`config.mk`:
```
export PLATFORM = sky130hd
export DESIGN_NAME = edge_to_level_gen
export DESIGN_NICKNAME = d
export VERILOG_FILES = /design/src/rtl/edge_to_level_gen.sv
export SDC_FILE = /design/constraint.sdc
export NUM_CORES = 1
export LEC_CHECK = 0
export CORE_AREA = 2 2 39 41
export CTS_CLUSTER_SIZE = 14
export DETAILED_ROUTE_END_ITERATION = 8
export DIE_AREA = 0 0 41 43
export GPL_TIMING_DRIVEN = 1
export PLACE_DENSITY_LB_ADDON = 0.05
export SYNTH_ARGS = -nofsm -noshare
export SYNTH_HDL_FRONTEND = slang
export SYNTH_SLANG_ARGS = --single-unit
```
`constraint.sdc`:
```
create_clock -name clk -period 1.4 [get_ports clk]
set_input_delay 0.14 -clock clk [delete_from_list [all_inputs] [get_ports clk]]
set_output_delay 0.14 -clock clk [all_outputs]
set_load 0.01 [all_outputs]
```
`src/rtl/edge_to_level_gen.sv`:
```
// edge_to_level_gen: rebuilds a level waveform from one-cycle toggle strobes.
// Every toggle is followed by a minimum hold time. Requests that arrive during
// a hold are queued in a saturating counter, and requests beyond its capacity
// are dropped and recorded in a sticky overflow flag.
module edge_to_level_gen #(
  parameter int unsigned MIN_HOLD   = 4,
  parameter int unsigned PEND_DEPTH = 3,
  parameter logic        INIT_LEVEL = 1'b0,
  localparam int unsigned PW        = $clog2(PEND_DEPTH + 1)
) (
  input  logic          clk,
  input  logic          rst_n,
  input  logic          edg_in,
  input  logic          clr_ovf,
  output logic          level,
  output logic          tgl,
  output logic          busy,
  output logic [PW-1:0] pend_cnt,
  output logic          overflow
);

  // Hold counter counts MIN_HOLD-1 down to 0; keep at least one bit for MIN_HOLD=1.
  localparam int unsigned HW = (MIN_HOLD > 1) ? $clog2(MIN_HOLD) : 1;

  localparam logic [HW-1:0] HOLD_RELOAD = HW'(MIN_HOLD - 1);
  localparam logic [PW-1:0] PEND_MAX    = PW'(PEND_DEPTH);

  typedef enum logic {
    ST_IDLE = 1'b0,
    ST_HOLD = 1'b1
  } state_e;

  state_e          state_q, state_d;
  logic            level_q, level_d;
  logic            tgl_q, tgl_d;
  logic            busy_q, busy_d;
  logic [HW-1:0]   hold_q, hold_d;
  logic [PW-1:0]   pend_q, pend_d;
  logic            ovf_q, ovf_d;

  // State, level, hold timer, queue and flag registers with synchronous reset.
  always_ff @(posedge clk) begin
    if (!rst_n) begin
      state_q <= ST_IDLE;
      level_q <= INIT_LEVEL;
      tgl_q   <= 1'b0;
      busy_q  <= 1'b0;
      hold_q  <= '0;
      pend_q  <= '0;
      ovf_q   <= 1'b0;
    end else begin
      state_q <= state_d;
      level_q <= level_d;
      tgl_q   <= tgl_d;
      busy_q  <= busy_d;
      hold_q  <= hold_d;
      pend_q  <= pend_d;
      ovf_q   <= ovf_d;
    end
  end

  // Next-state logic: toggle on request, enforce hold, queue or drop requests.
  always_comb begin
    state_d = state_q;
    level_d = level_q;
    tgl_d   = 1'b0;
    hold_d  = hold_q;
    pend_d  = pend_q;
    // clr_ovf is applied first so that a drop in the same cycle overrides it.
    ovf_d   = clr_ovf ? 1'b0 : ovf_q;

    unique case (state_q)
      ST_IDLE: begin
        if (edg_in) begin
          level_d = ~level_q;
          tgl_d   = 1'b1;
          hold_d  = HOLD_RELOAD;
          state_d = ST_HOLD;
        end
      end

      ST_HOLD: begin
        if (hold_q != '0) begin
          hold_d = hold_q - HW'(1);
          if (edg_in) begin
            if (pend_q < PEND_MAX) begin
              pend_d = pend_q + PW'(1);
            end else begin
              ovf_d = 1'b1;
            end
          end
        end else if ((pend_q != '0) || edg_in) begin
          // Expiry with work to do: a fresh request replaces the consumed one.
          level_d = ~level_q;
          tgl_d   = 1'b1;
          hold_d  = HOLD_RELOAD;
          if (!edg_in) begin
            pend_d = pend_q - PW'(1);
          end
        end else begin
          state_d = ST_IDLE;
        end
      end

      default: begin
        state_d = ST_IDLE;
      end
    endcase

    busy_d = (state_d == ST_HOLD);
  end

  assign level    = level_q;
  assign tgl      = tgl_q;
  assign busy     = busy_q;
  assign pend_cnt = pend_q;
  assign overflow = ovf_q;

endmodule

```
## Word level (Yosys, flattened, before mapping)

Index checks and enable logic that the tools add are counted.

- Register bits after elaboration: 8
- Input port bits: 4
- Output and inout port bits: 6
- Logic and storage cells: 50

- Add/subtract/negate cells: 3
- $lt $le $gt $ge: 1
- Equal/unequal tests: 7
- Muxes and demuxes: 24
- Bitwise logic cells: 2
- Reduce and logical (&&, ||, !) cells: 7

Operators by type and width:

| operator | count |
|---|---|
| $mux 2 | 8 |
| $mux 1 | 12 |
| $ne 2x1->1 const B | 3 |
| $ne 2x2->1 const B | 3 |
| $pmux 1 s2 | 3 |
| $reduce_bool 2->1 | 3 |
| $reduce_and 5->1 | 1 |
| $pmux 2 s2 | 1 |
| $sub 2x1->2 const B | 2 |
| $ne 3x1->1 const B | 1 |
| $reduce_and 3->1 | 1 |
| $add 2x1->2 const B | 1 |
| $lt 2x2->1 const B | 1 |
| $not 1->1 | 2 |
| $reduce_and 2->1 | 1 |
| $logic_or 1x1->1 | 1 |

## Longest topological paths before layout

- Depth in word-level cells: 5
- Gate-level depth with buffers: 5
- Mapped depth without buffers: 5

## Least setup slack after synthesis

OpenSTA, ideal clock, no wires.

- Kind: register to register
- Start: register hold_q[0]
- End: register hold_q[0]
- Library setup time: 0.119 ns
- Arrival time: 1.366 ns
- Required time: 1.281 ns
- Path slack: -0.085 ns
- Stages on the path, launching flop included: 6
- Buffers on the path: 0
- Period minus slack after synthesis: 1.485 ns
- Path through: dfxtp_1 > inv_1 > ha_1 > or3b_1 > a21o_1 > o221a_1

- Cells in the longest elaborated chain, start to end: 3
- Elaborated cells between the ends (all ways): 6
- Classes of those cells: add/sub: 1; eq/ne: 1; mux: 2; reduce/logical: 2

RTL lines:

| item | RTL line | text |
|---|---|---|
| from (decl) | 37 | `logic [HW-1:0] hold_q, hold_d;` |
| from (signal assigned) | 56 | `hold_q <= hold_d;` |
| $sub 2x1->2 or $reduce_bool 2->1 (tied branches) | 84, 83 |  |
| $mux 2 or $ne 3x1->1 (tied branches) | n/a |  |
| $pmux 2 s2 or $reduce_and 2->1 (tied branches) | n/a |  |

Parallel ways exist; a longest one is shown, timed or not.
A chain may end at the register's enable or synchronous reset.

## Final worst setup path

Ends and elaborated chain as after synthesis.

==> metrics <==
post-route ant nets 0; largest net degree at the start of global routing 9; DP Worst Slack -144 ps; die height ~43 um; worst hold margin approximately 470 ps; failing checks setup timing; top cells by count, synth dfxtp_1 (8), inv_1 (5), nand2_1 (4); post-synth cell types 28; number of flops mapped to enable cells by yosys 0; mapped cell area 474 um2; Max H-tree Level 1; worst-path maximum fanout 5; DRC violations left 0; Final #Nets a little under 80; reg2reg setup slack -60 ps; final-report setup violation count 2; number of diodes 0; Port Buf Inserts 9; register bit total from synthesis 8; TNS Setup -84.0 ps; Mean Syn Cell Area between 9 and 10 um2; Hold Fails Final Rpt 0; Yosys top cell area share 33.8%; final RePlAce weighted congestion slightly below 0.7; Starting Density about a third; CTS clk-pin slew, worst paths about 50 ps; CP peak stage delay roughly 380 ps; most frequent cell after synthesis dfxtp_1; main area contributors after synthesis dfxtp_1 (34%), and4bb_2 (5.3%), ha_1 (5.3%); Crit path buffers/inverters 1; Filler cells around 130; peak supply drop around 600 uV; area leader, netlist dfxtp_1; Post-Synthesis Cells 52; I/O Pins 10; YS warnings 0; P&R area growth vs syn 50.4%; Die W ~41 um; vias per std cell 4.84; Iteration-0 DRC Markers 3; drt total wl around 1000 um; via count between 400 and 500; Final Worst Setup Slack -56.4 ps; die area ~1800 um2; First-pass DRT Iterations 4; ys flop type dfxtp_1; Power per Cell Area approximately 940 nW/um2; RSZ-0062 raised after global routing true; Final min period approximately 1500 ps; sequential cell area ~170 um2; routed len/inst approximately 11 um; Slew HR 81.8%; vias in the first global route roughly 400; worst skew pair latency 250 ps; clock skew 2.70 ps; Clock Root Buffer clkbuf_4; CTS tree yes; Post-CTS Hold Fix Bufs 0; initial antenna violation count 0; post-DP HPWL ~730 um; grt total ovfl 0; CTS Buffer Depth 2; Worst Setup End Kind register; syn_nets 58; Setup CP Type reg -> reg; first-pass GRT wire length 1660 um; Leak Pwr roughly 0.00034 uW; Total GRT Usage around 14%; HP Class reg -> reg; max cap viols 0; Worst-Margin Slew 272 ps; Post-synth ARST share 0%; Max Slew Vio Count 0; worst path required time between 1500 and 2000 ps; Num CTS Buffers 3; share of cells above drive strength 1 approximately 37%; Sink Count 8; row cnt 14; outcome finished with violations; Multi-input gate area around 320 um2; Worst path slowest cell or3b_4; startpoint type of the worst setup path register; fmax ~0.7 GHz; register area share after synthesis roughly a third; worst-path cell chain inv_4 > ha_4 > or3b_4 > a21o_1 > o221a_1; core area about 1400 um2; crit share post-route 104%; Worst EP arrival 1590 ps; CP top delay family compound AO/OA/AOI/OAI gates
-- path summary, 6_finish.rpt --
check         endpoint      start  depth (start not counted)
max          hold_q[0]  hold_q[0]                          5
min              level      level                          2
max reg2reg  hold_q[0]  hold_q[0]                          5
min reg2reg      level      level                          2
-- registers in the layout, indices dropped and copies added (netlist names) --
register	count
busy	1
hold_q	2
level	1
overflow	1
pend_cnt	2
tgl	1
-- power breakdown --
group | internal, uW | total [uW] | switching, uW | leakage (uW)
Clock | 97.9 | 174 | 76.1 | 0.0000138
Combinational | 130 | 224 | 93.5 | 0.000254
Sequential | 251 | 270 | 19.7 | 0.0000671
-- per-layer routing --
metal	part of all wire, %	up-vias	GRT usage, %
li1	-	225	-
met1	48	188	19.1
met2	46	8	20.0
met3	6.2	0	9.42
met4	0	0	2.00
met5	0	-	0
-- worst min-delay path, delay by kind of cell (launching register included) --
| family | cells | cell delay, ps |
|---|---|---|
| muxes | 1 | 50 |
| DFF | 1 | 320 |
| and+or+nand+nor | 1 | 60 |
-- layout make-up --
cell class | count | area share (%)
flip-flops and latches | 8 | 23.2
inverters | 5 | 2.98
clock buffers | 3 | 3.16
repair buffers | 19 | 23.7
multi-input cells | 36 | 44.2
well taps | 16 | 2.81
-- through the flow --
step	total power (uW)	area (um2)	std cells	utilization, %
global placement	468	639	82	46.2
CTS	659	674	86	48.7
detailed placement	468	639	82	46.2
floorplan	386	489	52	-
finish	668	713	87	51.5
global route	720	713	87	51.5
-- cell usage in the layout (no fill, tap or decap), types with 2 or more instances in the layout --
| master | synthesis | layout |
|---|---|---|
| nand2_1 | 4 | 4 |
| ha_4 | 0 | 2 |
| a21oi_1 | 3 | 3 |
| clkbuf_4 | 0 | 3 |
| clkdlybuf4s50_1 | 0 | 6 |
| nand2b_1 | 2 | 2 |
| o21ai_0 | 3 | 3 |
| dfxtp_1 | 8 | 4 |
| a31oi_1 | 2 | 2 |
| dfxtp_2 | 0 | 4 |
| o221a_1 | 2 | 2 |
| and4bb_2 | 2 | 2 |
| buf_4 | 0 | 10 |
| xor2_1 | 2 | 2 |
| inv_1 | 5 | 3 |
| dlymetal6s2s_1 | 0 | 2 |
-- cell families after synthesis --
group                    after synthesis  synth area share, %
buffers and inverters                  8                 8.18
multiplexers                           1                 2.11
flip-flops                             8                 33.8
AND/OR/NAND/NOR                       16                 23.2
XOR/XNOR                               2                 3.69
adder cells (fa/ha/maj)                2                 5.28
AO/OA/AOI/OAI                         15                 23.7
-- repair_timing --
action                                  CTS  global route
setup buffers                             1             1
endpoints found under the setup margin    5             6
pin swaps                                 0             2
resized for setup                         5             6
Note: power is estimated with default switching activity, not from simulation.
